<file path="config.mk">
export PLATFORM = sky130hd
export DESIGN_NAME = multicyc_ctrl
export DESIGN_NICKNAME = d
export VERILOG_FILES = /design/src/rtl/multicyc_ctrl_pkg.sv /design/src/rtl/multicyc_ctrl_div_iter.sv /design/src/rtl/multicyc_ctrl.sv
export SDC_FILE = /design/constraint.sdc
export NUM_CORES = 2
export LEC_CHECK = 0
export BUFFER_PORTS_ARGS = -buffer_cell sky130_fd_sc_hd__buf_2
export CAP_MARGIN = 20
export CORE_MARGIN = 2
export CORE_UTILIZATION = 47
export DETAILED_ROUTE_END_ITERATION = 12
export SETUP_SLACK_MARGIN = 0.15
export SYNTH_ARGS = -nofsm -noshare
export SYNTH_HDL_FRONTEND = slang
export SYNTH_HIERARCHICAL = 1
export SYNTH_SLANG_ARGS = --single-unit
export TNS_END_PERCENT = 20
</file>
<file path="constraint.sdc">
create_clock -name clk -period 11.6 [get_ports clk]
set_input_delay 2.32 -clock clk [delete_from_list [all_inputs] [get_ports clk]]
set_output_delay 2.32 -clock clk [all_outputs]
set_load 0.005 [all_outputs]
</file>
<file path="src/rtl/multicyc_ctrl_pkg.sv">
// Shared types for the EX-stage multi-cycle unit: opcodes, sequencer states, request/response.
package multicyc_ctrl_pkg;

  typedef enum logic [3:0] {
    OpNone, OpMult, OpMultu, OpMadd, OpMaddu, OpMsub, OpMsubu, OpDiv, OpDivu, OpMthi, OpMtlo
  } oper_t;

  typedef enum logic [2:0] {StIdle, StMul, StAcc, StDiv, StDone} mc_state_t;

  // LO value written for a divide by zero; HI gets the dividend.
  localparam logic [31:0] MC_DIV_ZERO_LO = 32'hFFFF_FFFF;

  typedef struct packed {
    logic        valid;
    oper_t       op;
    logic [31:0] reg0;
    logic [31:0] reg1;
  } multicyc_req_t;

  typedef struct packed {
    logic        ready;
    logic        hilo_we;
    logic [63:0] hilo;
  } multicyc_resp_t;

  function automatic logic [31:0] abs32(input logic [31:0] v);
    return v[31] ? -v : v;
  endfunction

endpackage

</file>
<file path="src/rtl/multicyc_ctrl_div_iter.sv">
// Unsigned restoring divider, one quotient bit per step. quot_o/rem_o show the values after
// the current step so the caller can capture the final result on the last step.
module multicyc_ctrl_div_iter #(
  parameter int unsigned Steps = 32
) (
  input  logic        clk_i,
  input  logic        rst_i,
  input  logic        start_i,
  input  logic        step_i,
  input  logic [31:0] dividend_i,
  input  logic [31:0] divisor_i,
  output logic        done_o,
  output logic [31:0] quot_o,
  output logic [31:0] rem_o
);

  localparam int unsigned CntW = $clog2(Steps + 1);

  logic [31:0]     quot_q, quot_d, rem_q, rem_d, dvs_q, dvs_d;
  logic [CntW-1:0] cnt_q, cnt_d;
  logic [32:0]     trial;

  always_comb begin
    quot_d = quot_q;
    rem_d  = rem_q;
    dvs_d  = dvs_q;
    cnt_d  = cnt_q;
    trial  = {rem_q, quot_q[31]};
    if (start_i) begin
      quot_d = dividend_i;
      rem_d  = '0;
      dvs_d  = divisor_i;
      cnt_d  = '0;
    end else if (step_i) begin
      // trial can reach 33 bits, but trial - divisor always fits in 32
      if (trial >= {1'b0, dvs_q}) begin
        rem_d  = trial[31:0] - dvs_q;
        quot_d = {quot_q[30:0], 1'b1};
      end else begin
        rem_d  = trial[31:0];
        quot_d = {quot_q[30:0], 1'b0};
      end
      cnt_d = cnt_q + CntW'(1);
    end
  end

  always_ff @(posedge clk_i) begin
    if (rst_i) begin
      quot_q <= '0;
      rem_q  <= '0;
      dvs_q  <= '0;
      cnt_q  <= '0;
    end else begin
      quot_q <= quot_d;
      rem_q  <= rem_d;
      dvs_q  <= dvs_d;
      cnt_q  <= cnt_d;
    end
  end

  assign done_o = step_i && (cnt_q == CntW'(Steps - 1));
  assign quot_o = quot_d;
  assign rem_o  = rem_d;

endmodule

</file>
<file path="src/rtl/multicyc_ctrl.sv">
// EX-stage multi-cycle sequencer: MUL/MADD/MSUB, iterative DIV and zero-latency MTHI/MTLO,
// producing a single HI/LO write strobe and the pipeline stall.
module multicyc_ctrl
  import multicyc_ctrl_pkg::*;
#(
  parameter int unsigned MUL_CYCLES = 3,
  parameter int unsigned DIV_STEPS  = 32
) (
  input  logic        clk,
  input  logic        rst,
  input  logic        req_valid,
  input  oper_t       op,
  input  logic [31:0] reg0,
  input  logic [31:0] reg1,
  input  logic [63:0] hilo_i,
  input  logic        flush,
  input  logic        pipe_adv,
  output logic        ready,
  output logic        hilo_we,
  output logic [63:0] hilo_o
);

  localparam logic [7:0] MulLast = 8'(MUL_CYCLES - 1);

  mc_state_t   state_q, state_d;
  oper_t       op_q, op_d;
  logic [7:0]  cnt_q, cnt_d;
  logic [31:0] a_q, a_d, b_q, b_d;
  logic        s0_q, s0_d, s1_q, s1_d, first_q, first_d;
  logic [63:0] hilo_q, hilo_d, result_q, result_d;

  logic        is_signed, div_start, div_step, div_done;
  logic [31:0] op_a, op_b, div_quot, div_rem;
  logic [63:0] prod, prod_signed;

  assign is_signed   = op inside {OpMult, OpMadd, OpMsub, OpDiv};
  assign op_a        = is_signed ? abs32(reg0) : reg0;
  assign op_b        = is_signed ? abs32(reg1) : reg1;
  assign prod        = 64'(a_q) * 64'(b_q);
  assign prod_signed = (s0_q ^ s1_q) ? -prod : prod;

  multicyc_ctrl_div_iter #(
    .Steps(DIV_STEPS)
  ) u_div (
    .clk_i     (clk),
    .rst_i     (rst),
    .start_i   (div_start),
    .step_i    (div_step),
    .dividend_i(op_a),
    .divisor_i (op_b),
    .done_o    (div_done),
    .quot_o    (div_quot),
    .rem_o     (div_rem)
  );

  always_comb begin
    state_d   = state_q;
    op_d      = op_q;
    cnt_d     = cnt_q;
    a_d       = a_q;
    b_d       = b_q;
    s0_d      = s0_q;
    s1_d      = s1_q;
    hilo_d    = hilo_q;
    result_d  = result_q;
    first_d   = 1'b0;
    div_start = 1'b0;
    div_step  = 1'b0;
    ready     = 1'b1;
    hilo_we   = 1'b0;
    hilo_o    = result_q;

    unique case (state_q)
      StIdle: begin
        if (req_valid && !flush) begin
          case (op)
            OpMthi: begin
              hilo_we = 1'b1;
              hilo_o  = {reg0, hilo_i[31:0]};
            end
            OpMtlo: begin
              hilo_we = 1'b1;
              hilo_o  = {hilo_i[63:32], reg0};
            end
            OpMult, OpMultu, OpMadd, OpMaddu, OpMsub, OpMsubu: begin
              ready   = 1'b0;
              op_d    = op;
              a_d     = op_a;
              b_d     = op_b;
              s0_d    = is_signed & reg0[31];
              s1_d    = is_signed & reg1[31];
              hilo_d  = hilo_i;
              cnt_d   = '0;
              state_d = StMul;
            end
            OpDiv, OpDivu: begin
              ready = 1'b0;
              op_d  = op;
              s0_d  = is_signed & reg0[31];
              s1_d  = is_signed & reg1[31];
              cnt_d = '0;
              if (reg1 == '0) begin
                result_d = {reg0, MC_DIV_ZERO_LO};
                first_d  = 1'b1;
                state_d  = StDone;
              end else begin
                div_start = 1'b1;
                state_d   = StDiv;
              end
            end
            default: ;
          endcase
        end
      end
      StMul: begin
        ready = 1'b0;
        cnt_d = cnt_q + 8'd1;
        if (cnt_q == MulLast) begin
          result_d = prod_signed;
          if (op_q inside {OpMadd, OpMaddu, OpMsub, OpMsubu}) begin
            state_d = StAcc;
          end else begin
            first_d = 1'b1;
            state_d = StDone;
          end
        end
      end
      StAcc: begin
        ready    = 1'b0;
        result_d = (op_q inside {OpMsub, OpMsubu}) ? hilo_q - result_q : hilo_q + result_q;
        first_d  = 1'b1;
        state_d  = StDone;
      end
      StDiv: begin
        ready    = 1'b0;
        div_step = 1'b1;
        cnt_d    = cnt_q + 8'd1;
        if (div_done) begin
          result_d = {s0_q ? -div_rem : div_rem, (s0_q ^ s1_q) ? -div_quot : div_quot};
          first_d  = 1'b1;
          state_d  = StDone;
        end
      end
      StDone: begin
        hilo_we = first_q;
        if (pipe_adv) state_d = StIdle;
      end
      default: state_d = StIdle;
    endcase

    // Flush kills whatever is in flight, including a pending DONE write.
    if (flush) begin
      state_d   = StIdle;
      ready     = 1'b1;
      hilo_we   = 1'b0;
      first_d   = 1'b0;
      div_start = 1'b0;
      result_d  = result_q;
    end
  end

  always_ff @(posedge clk) begin
    if (rst) begin
      state_q  <= StIdle;
      op_q     <= OpNone;
      cnt_q    <= '0;
      a_q      <= '0;
      b_q      <= '0;
      s0_q     <= 1'b0;
      s1_q     <= 1'b0;
      hilo_q   <= '0;
      result_q <= '0;
      first_q  <= 1'b0;
    end else begin
      state_q  <= state_d;
      op_q     <= op_d;
      cnt_q    <= cnt_d;
      a_q      <= a_d;
      b_q      <= b_d;
      s0_q     <= s0_d;
      s1_q     <= s1_d;
      hilo_q   <= hilo_d;
      result_q <= result_d;
      first_q  <= first_d;
    end
  end

  // The request must stay asserted while an operation is in flight unless it is being flushed.
  assert property (@(posedge clk) disable iff (rst)
    (state_q inside {StMul, StAcc, StDiv} && !flush) |-> req_valid);

endmodule

</file>
==> key figures <==
Outcome
  • Outcome: finished clean

Clocking
  • Htree depth: 2
  • Clk_lat worst skew: 0.64 ns
  • Clock Path Buffers: 3
  • # resized after CTS: 0
  • Post CTS Setup Buffer Count: 0
  • TritonCTS clock tree: done
  • Clk sinks: 312
  • CTS Root Cell: clkbuf_16
  • Register clock-pin slew on the reported worst setup and hold paths: 0.06 ns
  • Hold buffer count at CTS: 0
  • Inserted Clock Buffers: 42

Global route
  • Pin count of the biggest net entering global routing: 129
  • First-pass GRT wire length: 317 mm
  • Total GRT Usage: 31.5%
  • Gr ovfl total: 0
  • Vias in the first global route: 52300
  • Initial antenna violation count: 1

Timing
  • RSZ-0062 raised after global routing: false
  • Worst setup margin: 1.09 ns
  • Clock skew: 0.0643 ns
  • Max Fclk: 95.1 MHz
  • Worst Tran Pin Value: 1.09 ns
  • Fin crit period: 10.51 ns
  • Fin crit share: 90.6%
  • Final hold vios: 0
  • Setup TNS: 0 ns
  • Setup violations, final: 0
  • Max-Slew Margin vs Limit: 25.2%
  • Final hold slack: 0.459 ns
  • Fin. max-slew vios: 0

Detailed routing
  • Avg WL per Cell: 22.6 um
  • ANT nets after route: 0
  • Vias: 51700
  • Final WL: 203 mm
  • Initial DRC Count: 4635
  • First-pass DRT Iterations: 6
  • Vias/cell: 5.77
  • DR DRC count: 0

Synth
  • Post-synth EDFFs: 0
  • Synthesized flop and latch total: 312
  • Most common flop cell mapped by yosys: dfxtp_1
  • Async SR Flop Fraction: 0%
  • Syn nets: 8799
  • Seq/Total Area, Yosys: 10.5%
  • Post-synthesis cell count: 7397
  • Warnings, synthesis: 6
  • Mapped Area: 0.0594 mm2
  • Syn avg cell area: 8.03 um2
  • Distinct cells, synth: 103

Setup path
  • Crit path capture type: register
  • CP dominant cell by count: fa_1
  • Worst path slowest cell: dfxtp_1
  • Worst Path Max Fanout: 33
  • Crit path largest cell delay: 1.06 ns
  • Req. time, crit path: 12.13 ns
  • CP Cell Sequence: and2_1 -> fa_1 -> inv_1 -> fa_1 -> fa_1 -> fa_1 -> inv_1 -> fa_1 -> fa_1 -> fa_1 -> fa_1 -> ha_1 -> inv_1 -> o31ai_1 -> a211oi_1 -> a2111oi_0 -> o21ai_0 -> a221oi_1 -> nor4bb_1 -> nand4_2 -> nor4b_2 -> mux2i_1 -> a21oi_1 -> a221oi_1
  • Crit start category: register
  • Worst R2R Setup Slack: 1.09 ns
  • WP data arrival: 11.05 ns
  • Kind of critical path: reg2reg

Flow run
  • Max_cap viols: 0

Placed design
  • Pre-CTS setup slack: 1.27 ns
  • Placed wire-length estimate: 165 mm
  • Routability congestion estimate: 0.956
  • # port buffers: 202

Final layout
  • Final nets: 8693
  • Layout cells sized above 1: 6.16%
  • Finished Core Util: 50.3%
  • Area Growth Syn to Fin: 6.23%

Floorplanning
  • Initial core utilization: 47.3%
  • Die width: 360 um
  • Die height: 360 um
  • Core area: 0.126 mm2
  • # IOs: 203
  • Core Rows: 130
  • Die Area: 0.129 mm2

Power and ir drop
  • Leakage: 29.1 nW
  • Power density cells: 67.8 mW/mm2
  • Highest ir drop seen on vdd: 0.000136 V
  • Total power: 4.28 mW

Worst hold path
  • Min-delay worst type: reg2reg
## where the power goes
part | internal (mW) | switching [mW] | total [mW]
Clock | 0.814 | 0.592 | 1.41
Sequential | 1.10 | 0.0536 | 1.15
Combinational | 0.606 | 1.12 | 1.72
Total | 2.52 | 1.76 | 4.28
## synth_stat cells, types with 53 or more instances
cell type / count / area, um2
nor3_1: 199 / 996
nand4_1: 53 / 332
xor2_1: 168 / 1470
nand3_1: 53 / 265
nor2_1: 500 / 1880
inv_1: 935 / 3510
a22oi_1: 77 / 578
dfxtp_1: 312 / 6250
xnor2_1: 193 / 1690
o21ai_0: 324 / 1620
mux2i_1: 86 / 861
nand2_1: 953 / 3580
fa_1: 898 / 18000
clkbuf_1: 419 / 1570
a21o_1: 77 / 578
and2_1: 619 / 3870
a211oi_1: 61 / 458
a21oi_1: 389 / 1950
ha_1: 367 / 4590
## routing by layer
metal	track usage [%]	wire length (um)
met2	49.9	90700
met3	3.56	13300
met5	0	0
met4	10.4	7570
met1	44.9	91400
## per-stage QoR
step,instance area (um2),std cells
6_report,63100,8972
5_1_grt,63100,8971
4_1_cts,63100,8971
3_5_place_dp,61700,8897
3_3_place_gp,61700,8897
2_1_floorplan,59400,7397
## final cells by class
cell class	count	area, um2
clock buffer	52	1140
timing repair buffer	314	1900
clock inverter	22	292
multi-input combinational	5684	48000
tap	1650	2060
inverter	937	3520
sequential	312	6250
fill	12300	62400
antenna	1	2.50
## cells in the final DEF (no fill, tap or decap), drive strengths merged, types with 27 or more instances in the layout
cell type	netlist	final
dfxtp	312	312
a22oi	77	77
or3	46	46
fa	898	898
nor3	203	203
nor2b	49	49
buf	43	313
and3	27	27
a31oi	29	29
xor2	168	168
nand4	55	55
a21oi	393	393
o31ai	40	40
nand2b	37	37
a211oi	61	61
o21ai	339	339
a21o	77	77
mux2i	86	86
inv	936	942
nand2	954	954
nor4	31	31
nand3	53	53
clkbuf	421	53
ha	367	367
nor2	502	502
and2	620	620
xnor2	193	193
## critical path, delay by kind of cell, from the launching register on
kind                     cells  cell delay (ns)
flip-flops                   1             1.06
AO/OA/AOI/OAI                7             3.08
AND/OR/NAND/NOR              4             1.30
multiplexers                 1             0.21
buffers and inverters        3             0.32
adder cells (fa/ha/maj)      9             4.39
## state kept, by name (all words and copies together), names as in the netlist
| name | cells |
|---|---|
| s0_q | 1 |
| cnt_q | 8 |
| result_q | 64 |
| b_q | 32 |
| u_div/dvs_q | 32 |
| u_div/quot_q | 32 |
| s1_q | 1 |
| first_q | 1 |
| a_q | 32 |
| u_div/rem_q | 32 |
| op_q | 4 |
| u_div/cnt_q | 6 |
| state_q | 3 |
| hilo_q | 64 |
## worst paths after layout
path | from | endpoint | cells past startpoint
setup / recovery | b_q[3] | result_q[61] | 24
hold / removal | b_q[2] | b_q[2] | 2
setup reg to reg | b_q[3] | result_q[61] | 24
hold reg to reg | b_q[2] | b_q[2] | 2
## kinds of logic after synthesis
group           Yosys count  share of synthesized area, %
fa+ha+maj              1265                          38.0
compound gates         1304                          13.9
mux                      89                          1.52
xor+xnor                361                          5.32
buf+inv                1401                          8.95
flops                   312                          10.5
simple gates           2665                          21.8
Note: power is estimated with default switching activity, not from simulation.
